$ cat src/rtl/mcu_pkg.sv
// rtl/mcu_pkg.sv - shared widths and entry type for the MCU fetch path
package mcu_pkg;

    localparam int MCU_XLEN = 32;

    typedef struct packed {
        logic [MCU_XLEN-1:0] pc;
        logic [MCU_XLEN-1:0] instr;
    } fetch_entry_t;

endpackage

$ cat src/rtl/mcu_fifo.sv
// rtl/mcu_fifo.sv - generic synchronous FIFO with clear and occupancy count
module mcu_fifo #(
    parameter int WIDTH = 64,
    parameter int DEPTH = 4
) (
    input  logic                     clk,
    input  logic                     rst_n,
    input  logic                     clear,
    input  logic                     push,
    input  logic [WIDTH-1:0]         push_data,
    input  logic                     pop,
    output logic [WIDTH-1:0]         pop_data,
    output logic [$clog2(DEPTH):0]   count,
    output logic                     empty
);

    localparam int AW = $clog2(DEPTH);
    localparam int CW = $clog2(DEPTH) + 1;

    logic [WIDTH-1:0] mem [DEPTH];
    logic [AW-1:0]    wr_ptr;
    logic [AW-1:0]    rd_ptr;
    logic             full;

    assign empty    = (count == '0);
    assign full     = (count == CW'(DEPTH));
    assign pop_data = mem[rd_ptr];

    always_ff @(posedge clk or negedge rst_n) begin
        if (!rst_n) begin
            wr_ptr <= '0;
            rd_ptr <= '0;
            count  <= '0;
        end else if (clear) begin
            wr_ptr <= '0;
            rd_ptr <= '0;
            count  <= '0;
        end else begin
            if (push) wr_ptr <= wr_ptr + 1'b1;
            if (pop)  rd_ptr <= rd_ptr + 1'b1;
            case ({push, pop})
                2'b10:   count <= count + 1'b1;
                2'b01:   count <= count - 1'b1;
                default: count <= count;
            endcase
        end
    end

    // Storage needs no reset; readers qualify the head with count.
    always_ff @(posedge clk) begin
        if (push && !clear) mem[wr_ptr] <= push_data;
    end

    a_no_underflow: assert property (@(posedge clk) disable iff (!rst_n) pop |-> !empty);
    a_no_overflow:  assert property (@(posedge clk) disable iff (!rst_n) (push && full) |-> (pop || clear));

endmodule

$ cat src/rtl/mcu_fetch_buffer.sv
// rtl/mcu_fetch_buffer.sv - fetch response queue with in-flight tracker, credit stall and flush
module mcu_fetch_buffer
    import mcu_pkg::*;
#(
    parameter int DEPTH    = 4,
    parameter int IMEM_LAT = 1,
    parameter int XLEN     = MCU_XLEN
) (
    input  logic                    clk,
    input  logic                    rst_n,
    input  logic                    fetch_req,
    input  logic [XLEN-1:0]         fetch_pc,
    input  logic [XLEN-1:0]         imem_rdata,
    input  logic                    flush,
    output logic                    fetch_stall,
    output logic                    dec_valid,
    input  logic                    dec_ready,
    output logic [XLEN-1:0]         dec_pc,
    output logic [XLEN-1:0]         dec_instr,
    output logic [$clog2(DEPTH):0]  occupancy
);

    localparam int CW = $clog2(DEPTH) + 1;

    logic [IMEM_LAT-1:0] infl_valid;
    logic [XLEN-1:0]     infl_pc [IMEM_LAT];
    logic [CW-1:0]       infl_count;
    logic [CW-1:0]       count;
    logic                issue;
    logic                push;
    logic                pop;
    logic                empty;
    logic [2*XLEN-1:0]   head;

    assign issue = fetch_req & ~fetch_stall & ~flush;
    assign push  = infl_valid[IMEM_LAT-1] & ~flush;
    assign pop   = dec_valid & dec_ready;

    // Each stage remembers which PC the IMEM is currently working on.
    always_ff @(posedge clk or negedge rst_n) begin
        if (!rst_n) begin
            infl_valid <= '0;
            for (int i = 0; i < IMEM_LAT; i++) infl_pc[i] <= '0;
        end else begin
            infl_valid[0] <= issue;
            infl_pc[0]    <= fetch_pc;
            for (int i = 1; i < IMEM_LAT; i++) begin
                infl_valid[i] <= infl_valid[i-1] & ~flush;
                infl_pc[i]    <= infl_pc[i-1];
            end
        end
    end

    always_comb begin
        infl_count = '0;
        for (int i = 0; i < IMEM_LAT; i++) infl_count = infl_count + CW'(infl_valid[i]);
    end

    // Requests already in flight hold a queue slot, so the stall never needs dec_ready.
    assign fetch_stall = ({1'b0, count} + {1'b0, infl_count}) >= (CW + 1)'(DEPTH);

    mcu_fifo #(
        .WIDTH (2 * XLEN),
        .DEPTH (DEPTH)
    ) u_fifo (
        .clk       (clk),
        .rst_n     (rst_n),
        .clear     (flush),
        .push      (push),
        .push_data ({infl_pc[IMEM_LAT-1], imem_rdata}),
        .pop       (pop),
        .pop_data  (head),
        .count     (count),
        .empty     (empty)
    );

    assign dec_valid = ~empty;
    assign dec_pc    = dec_valid ? head[2*XLEN-1:XLEN] : '0;
    assign dec_instr = dec_valid ? head[XLEN-1:0]      : '0;
    assign occupancy = count;

    a_credit: assert property (@(posedge clk) disable iff (!rst_n) push |-> ((count != CW'(DEPTH)) || pop));

endmodule

$ cat config.mk
export PLATFORM = sky130hd
export DESIGN_NAME = mcu_fetch_buffer
export DESIGN_NICKNAME = d
export VERILOG_FILES = /design/src/rtl/mcu_pkg.sv /design/src/rtl/mcu_fifo.sv /design/src/rtl/mcu_fetch_buffer.sv
export SDC_FILE = /design/constraint.sdc
export NUM_CORES = 1
export LEC_CHECK = 0
export CAP_MARGIN = 30
export CORE_ASPECT_RATIO = 2
export CORE_MARGIN = 8
export CORE_UTILIZATION = 37
export DETAILED_ROUTE_END_ITERATION = 7
export HOLD_SLACK_MARGIN = 0.02
export PLACE_DENSITY = 0.64
export SYNTH_ARGS = -nofsm -noshare
export SYNTH_HDL_FRONTEND = slang
export SYNTH_SLANG_ARGS = --single-unit
export TNS_END_PERCENT = 30
$ cat constraint.sdc
create_clock -name clk -period 3.3 [get_ports clk]
set_clock_uncertainty 0.2 [all_clocks]
set_input_delay 0.99 -clock clk [delete_from_list [all_inputs] [get_ports clk]]
set_output_delay 0.99 -clock clk [all_outputs]
set_load 0.03 [all_outputs]
==> flow_results.xml <==
<?xml version="1.0" encoding="UTF-8"?>
<metrics>
  <group name="floorplan">
    <metric name="effective_utilization_at_floorplan" unit="%">37.44</metric>
    <metric name="core-area" unit="sq mm">0.02940</metric>
    <metric name="design.portCount" unit="">138</metric>
    <metric name="fp.dieArea" unit="sq mm">0.03586</metric>
    <metric name="die_w" unit="um">138.0</metric>
    <metric name="core.rowCount" unit="">89</metric>
    <metric name="die-height" unit="um">259.9</metric>
  </group>
  <group name="synth">
    <metric name="synth_largest_area_cell" unit="">edfxtp_1</metric>
    <metric name="count_of_flip_flops_with_a_built_in_enable_after_synthesis" unit="">256</metric>
    <metric name="netlist-cell-type-count" unit="">29</metric>
    <metric name="asyncSetResetFlopFracSynth" unit="%">13.51</metric>
    <metric name="synth_seq_cells" unit="">296</metric>
    <metric name="netlist.area_leader.share" unit="%">69.84</metric>
    <metric name="seq_area_frac_synth" unit="%">78.94</metric>
    <metric name="synth_area" unit="sq mm">0.01101</metric>
    <metric name="ys.warnings.count" unit="">0</metric>
    <metric name="average_size_of_a_mapped_cell" unit="sq um">22.37</metric>
    <metric name="synthFlopType" unit="">edfxtp_1</metric>
    <metric name="synthCells" unit="">492</metric>
    <metric name="mappedNetlistNets" unit="">566</metric>
    <metric name="synth.top_cells.by_area" unit="">edfxtp_1, mux4_2, dfrtp_1, and2_1, buf_6</metric>
  </group>
  <group name="drt">
    <metric name="routed_wire_length_per_instance" unit="um">22.00</metric>
    <metric name="first_pass_iters" unit="">4</metric>
    <metric name="detail_route.vias_per_cell" unit="">4.962</metric>
    <metric name="detail_route.iter0.violations" unit="">282</metric>
    <metric name="ant_nets" unit="">0</metric>
    <metric name="total_vias_in_the_final_route" unit="">5245</metric>
    <metric name="drc" unit="">0</metric>
    <metric name="drt_wl_total" unit="mm">23.26</metric>
  </group>
  <group name="placement">
    <metric name="place_congestion" unit="">0.6998</metric>
    <metric name="hpwlAfterDp" unit="mm">14.75</metric>
    <metric name="port_buffers" unit="">137</metric>
    <metric name="placed_area" unit="sq mm">0.01298</metric>
  </group>
  <group name="pwr">
    <metric name="comb_power_share" unit="%">31.8</metric>
    <metric name="switching_share" unit="%">31.07</metric>
    <metric name="power.net_switching" unit="W">0.003266</metric>
    <metric name="cellInternalPower" unit="W">0.007247</metric>
    <metric name="total_power" unit="W">0.01051</metric>
    <metric name="worst_ir_drop_on_vdd" unit="V">0.0004258</metric>
    <metric name="power.share.clock" unit="%">27.6</metric>
    <metric name="leakage" unit="nW">4.759</metric>
    <metric name="seq_power_share" unit="%">40.5</metric>
    <metric name="power_per_cell_area" unit="mW/mm^2">757.0</metric>
  </group>
  <group name="worst_setup_path">
    <metric name="cp-start-kind" unit="">flop</metric>
    <metric name="timing.critical_path.arrival" unit="ns">2.18</metric>
    <metric name="crit_path_end_kind" unit="">output pin</metric>
    <metric name="worstSetupPathType" unit="">reg2out</metric>
    <metric name="worst_path_max_delay_cell" unit="">dfrtp_4</metric>
    <metric name="timing.critical_path.fanout_max" unit="">7</metric>
    <metric name="crit_path_cell_trace" unit="">clkbuf_16 -&gt; buf_12 -&gt; buf_4 -&gt; mux4_2 -&gt; and2_4 -&gt; buf_6</metric>
    <metric name="critPathRequiredTime" unit="ns">2.11</metric>
    <metric name="max_stage_delay" unit="ns">0.53</metric>
  </group>
  <group name="clock_tree">
    <metric name="cts.reportedPaths.clkPinSlew" unit="ns">0.07</metric>
    <metric name="tritoncts.num_buffers" unit="">25</metric>
    <metric name="tritoncts" unit="">done</metric>
    <metric name="h-tree-depth" unit="">1</metric>
    <metric name="clock_path_buffers" unit="">3</metric>
    <metric name="library_cell_used_as_clock_root_buffer" unit="">clkbuf_16</metric>
    <metric name="clock_insertion_delay_worst_skew" unit="ns">0.52</metric>
    <metric name="cts_num_sinks" unit="">296</metric>
  </group>
  <group name="sta">
    <metric name="headroom_to_the_max_slew_limit" unit="%">51.60</metric>
    <metric name="measured_slew_at_the_worst_slew_check_pin" unit="ns">0.7260</metric>
    <metric name="hold_viol" unit="">0</metric>
    <metric name="crit_path_time_final" unit="ns">3.375</metric>
    <metric name="rsz_0062_raised_after_global_routing" unit="">yes</metric>
    <metric name="fmax" unit="MHz">296.3</metric>
    <metric name="setup_viol" unit="">38</metric>
    <metric name="timing.final.crit_share" unit="%">102.3</metric>
    <metric name="timing.final.max_slew_violations" unit="">0</metric>
    <metric name="post-route-worst-setup-slack" unit="ns">-0.07474</metric>
  </group>
  <group name="grt">
    <metric name="first_global_vias" unit="">6011</metric>
    <metric name="grt_max_degree" unit="">43</metric>
    <metric name="grt_overflow_total" unit="">0</metric>
    <metric name="track_usage" unit="%">12.86</metric>
    <metric name="grt_first_pass_wirelength" unit="mm">34.60</metric>
    <metric name="antenna_violations_before_repair" unit="">1</metric>
  </group>
  <group name="outcome">
    <metric name="failed_checks" unit="">setup timing</metric>
    <metric name="run_status" unit="">finished with violations</metric>
  </group>
  <group name="worst_hold_path">
    <metric name="timing.hold.worst.class" unit="">reg2reg</metric>
  </group>
  <group name="cells_and_area">
    <metric name="layout-drive-gt1-share" unit="%">33.09</metric>
    <metric name="fin_area" unit="sq mm">0.01389</metric>
    <metric name="final_net_count" unit="">748</metric>
    <metric name="area.growth.synth_to_final" unit="%">26.18</metric>
  </group>
  <group name="job">
    <metric name="max_cap_viol_count" unit="">0</metric>
  </group>
</metrics>
## routing by layer
layer	GRT usage (%)	part of all wire, %	up-vias
met5	0	0	-
met4	5.494	3.2	0
met3	1.933	3.9	38
met2	24.34	57	130
met1	13.47	36	2758
li1	-	-	2319
## flip-flops by register name, summed over array words and instances, names as in the netlist
name and count:
u_fifo.rd_ptr 2, infl_valid 1, infl_pc 32, u_fifo.wr_ptr 2, u_fifo.count 3, u_fifo.mem 256
## synth_stat cells, types with 2 or more instances
library cell / n
buf_2: 10
nor2_1: 10
dfrtp_1: 40
ha_1: 4
a31oi_1: 2
edfxtp_1: 256
buf_6: 6
and2_1: 68
xor2_1: 2
mux4_2: 64
inv_1: 2
xnor2_1: 3
clkbuf_1: 8
o21ai_0: 2
## cell usage in the layout (no fill, tap or decap), types with 2 or more instances in the layout
cell	netlist	layout
a31oi_1	2	2
and2_1	68	52
and2_4	0	16
buf_12	0	12
buf_2	10	40
buf_4	0	27
buf_6	6	17
bufinv_16	0	3
clkbuf_1	8	8
clkbuf_16	0	28
clkbuf_2	0	3
clkdlybuf4s15_2	0	3
clkdlybuf4s50_1	0	71
clkinv_2	0	3
clkinvlp_4	0	3
dfrtp_1	40	38
dfrtp_4	0	2
edfxtp_1	256	256
ha_1	4	4
inv_1	2	2
mux4_2	64	64
nor2_1	10	10
o21ai_0	2	2
xnor2_1	3	3
xor2_1	2	2
## cell type report
| class | count | area [sq um] |
|---|---|---|
| clock inverters | 11 | 140.1 |
| clock buffers | 34 | 669.4 |
| diodes | 1 | 2.502 |
| repair buffers | 179 | 1713 |
| well taps | 364 | 455.4 |
| multi-input cells | 170 | 2205 |
| flip-flops and latches | 296 | 8696 |
| fillers | 2488 | 15510 |
| inverters | 2 | 7.507 |
## critical path: cells and delay by family (launching register included)
family | cells | cell delay (ns)
buffers and inverters | 4 | 0.56
and+or+nand+nor | 1 | 0.17
DFF | 1 | 0.53
muxes | 1 | 0.40
## metrics by stage
stage               utilization (%)  setup slack (ns)  TNS [ns]  hold WS, ns  cells
floorplan                         -           -0.2417    -30.93       0.2547    492
global placement              44.16           0.06020         0       0.2607    995
detailed placement            44.16           0.05318         0       0.2783    995
CTS                           46.89           -0.2362    -9.148       0.2756   1040
global route                  47.24           -0.1421    -6.032       0.3046   1057
finish                        47.24          -0.07474    -1.702       0.2717   1057
## power groups by stage
stage	Combinational [W]	Clock (W)	Sequential (W)
after floorplan	0.00195	0	0.00436
after global placement	0.00341	0	0.00433
after detailed placement	0.00345	0	0.00434
after CTS	0.00326	0.00299	0.00426
after global routing	0.00356	0.00311	0.00427
final	0.00335	0.00291	0.00426
## path summary, 6_finish.rpt
| kind | from | slack, ns | cells past startpoint | to |
|---|---|---|---|---|
| max reg2reg | u_fifo.count[2] | 0.87 | 6 | u_fifo.count[1] |
| max in group asynchronous | rst_n | 1.93 | 2 | infl_pc[5] |
| max | u_fifo.rd_ptr[0] | -0.07 | 6 | dec_pc[19] |
| min | infl_pc[2] | 0.27 | 0 | u_fifo.mem[3][34] |
| min in group asynchronous | rst_n | 0.31 | 1 | infl_pc[24] |
| min reg2reg | infl_pc[2] | 0.27 | 0 | u_fifo.mem[3][34] |
## repair_timing
| item | 4_1_cts | 5_1_grt |
|---|---|---|
| resized for setup | 105 | 184 |
| buffers inserted | 0 | 13 |
| endpoints found under the setup margin | 62 | 64 |
| gates cloned | 0 | 3 |
| hold buffers | 0 | 0 |
## cell families (layout without fill, tap and decap cells)
| group | after synthesis | count (layout) | share of synthesized area [%] |
|---|---|---|---|
| compound gates | 10 | 10 | 0.7958 |
| fa+ha+maj | 5 | 5 | 0.6366 |
| other cells | 0 | 1 | 0 |
| simple gates | 85 | 85 | 4.638 |
| xor+xnor | 5 | 5 | 0.3979 |
| buf+inv | 26 | 226 | 1.410 |
| flops | 296 | 296 | 78.94 |
| mux | 65 | 65 | 13.19 |
Note: power is estimated with default switching activity, not from simulation.
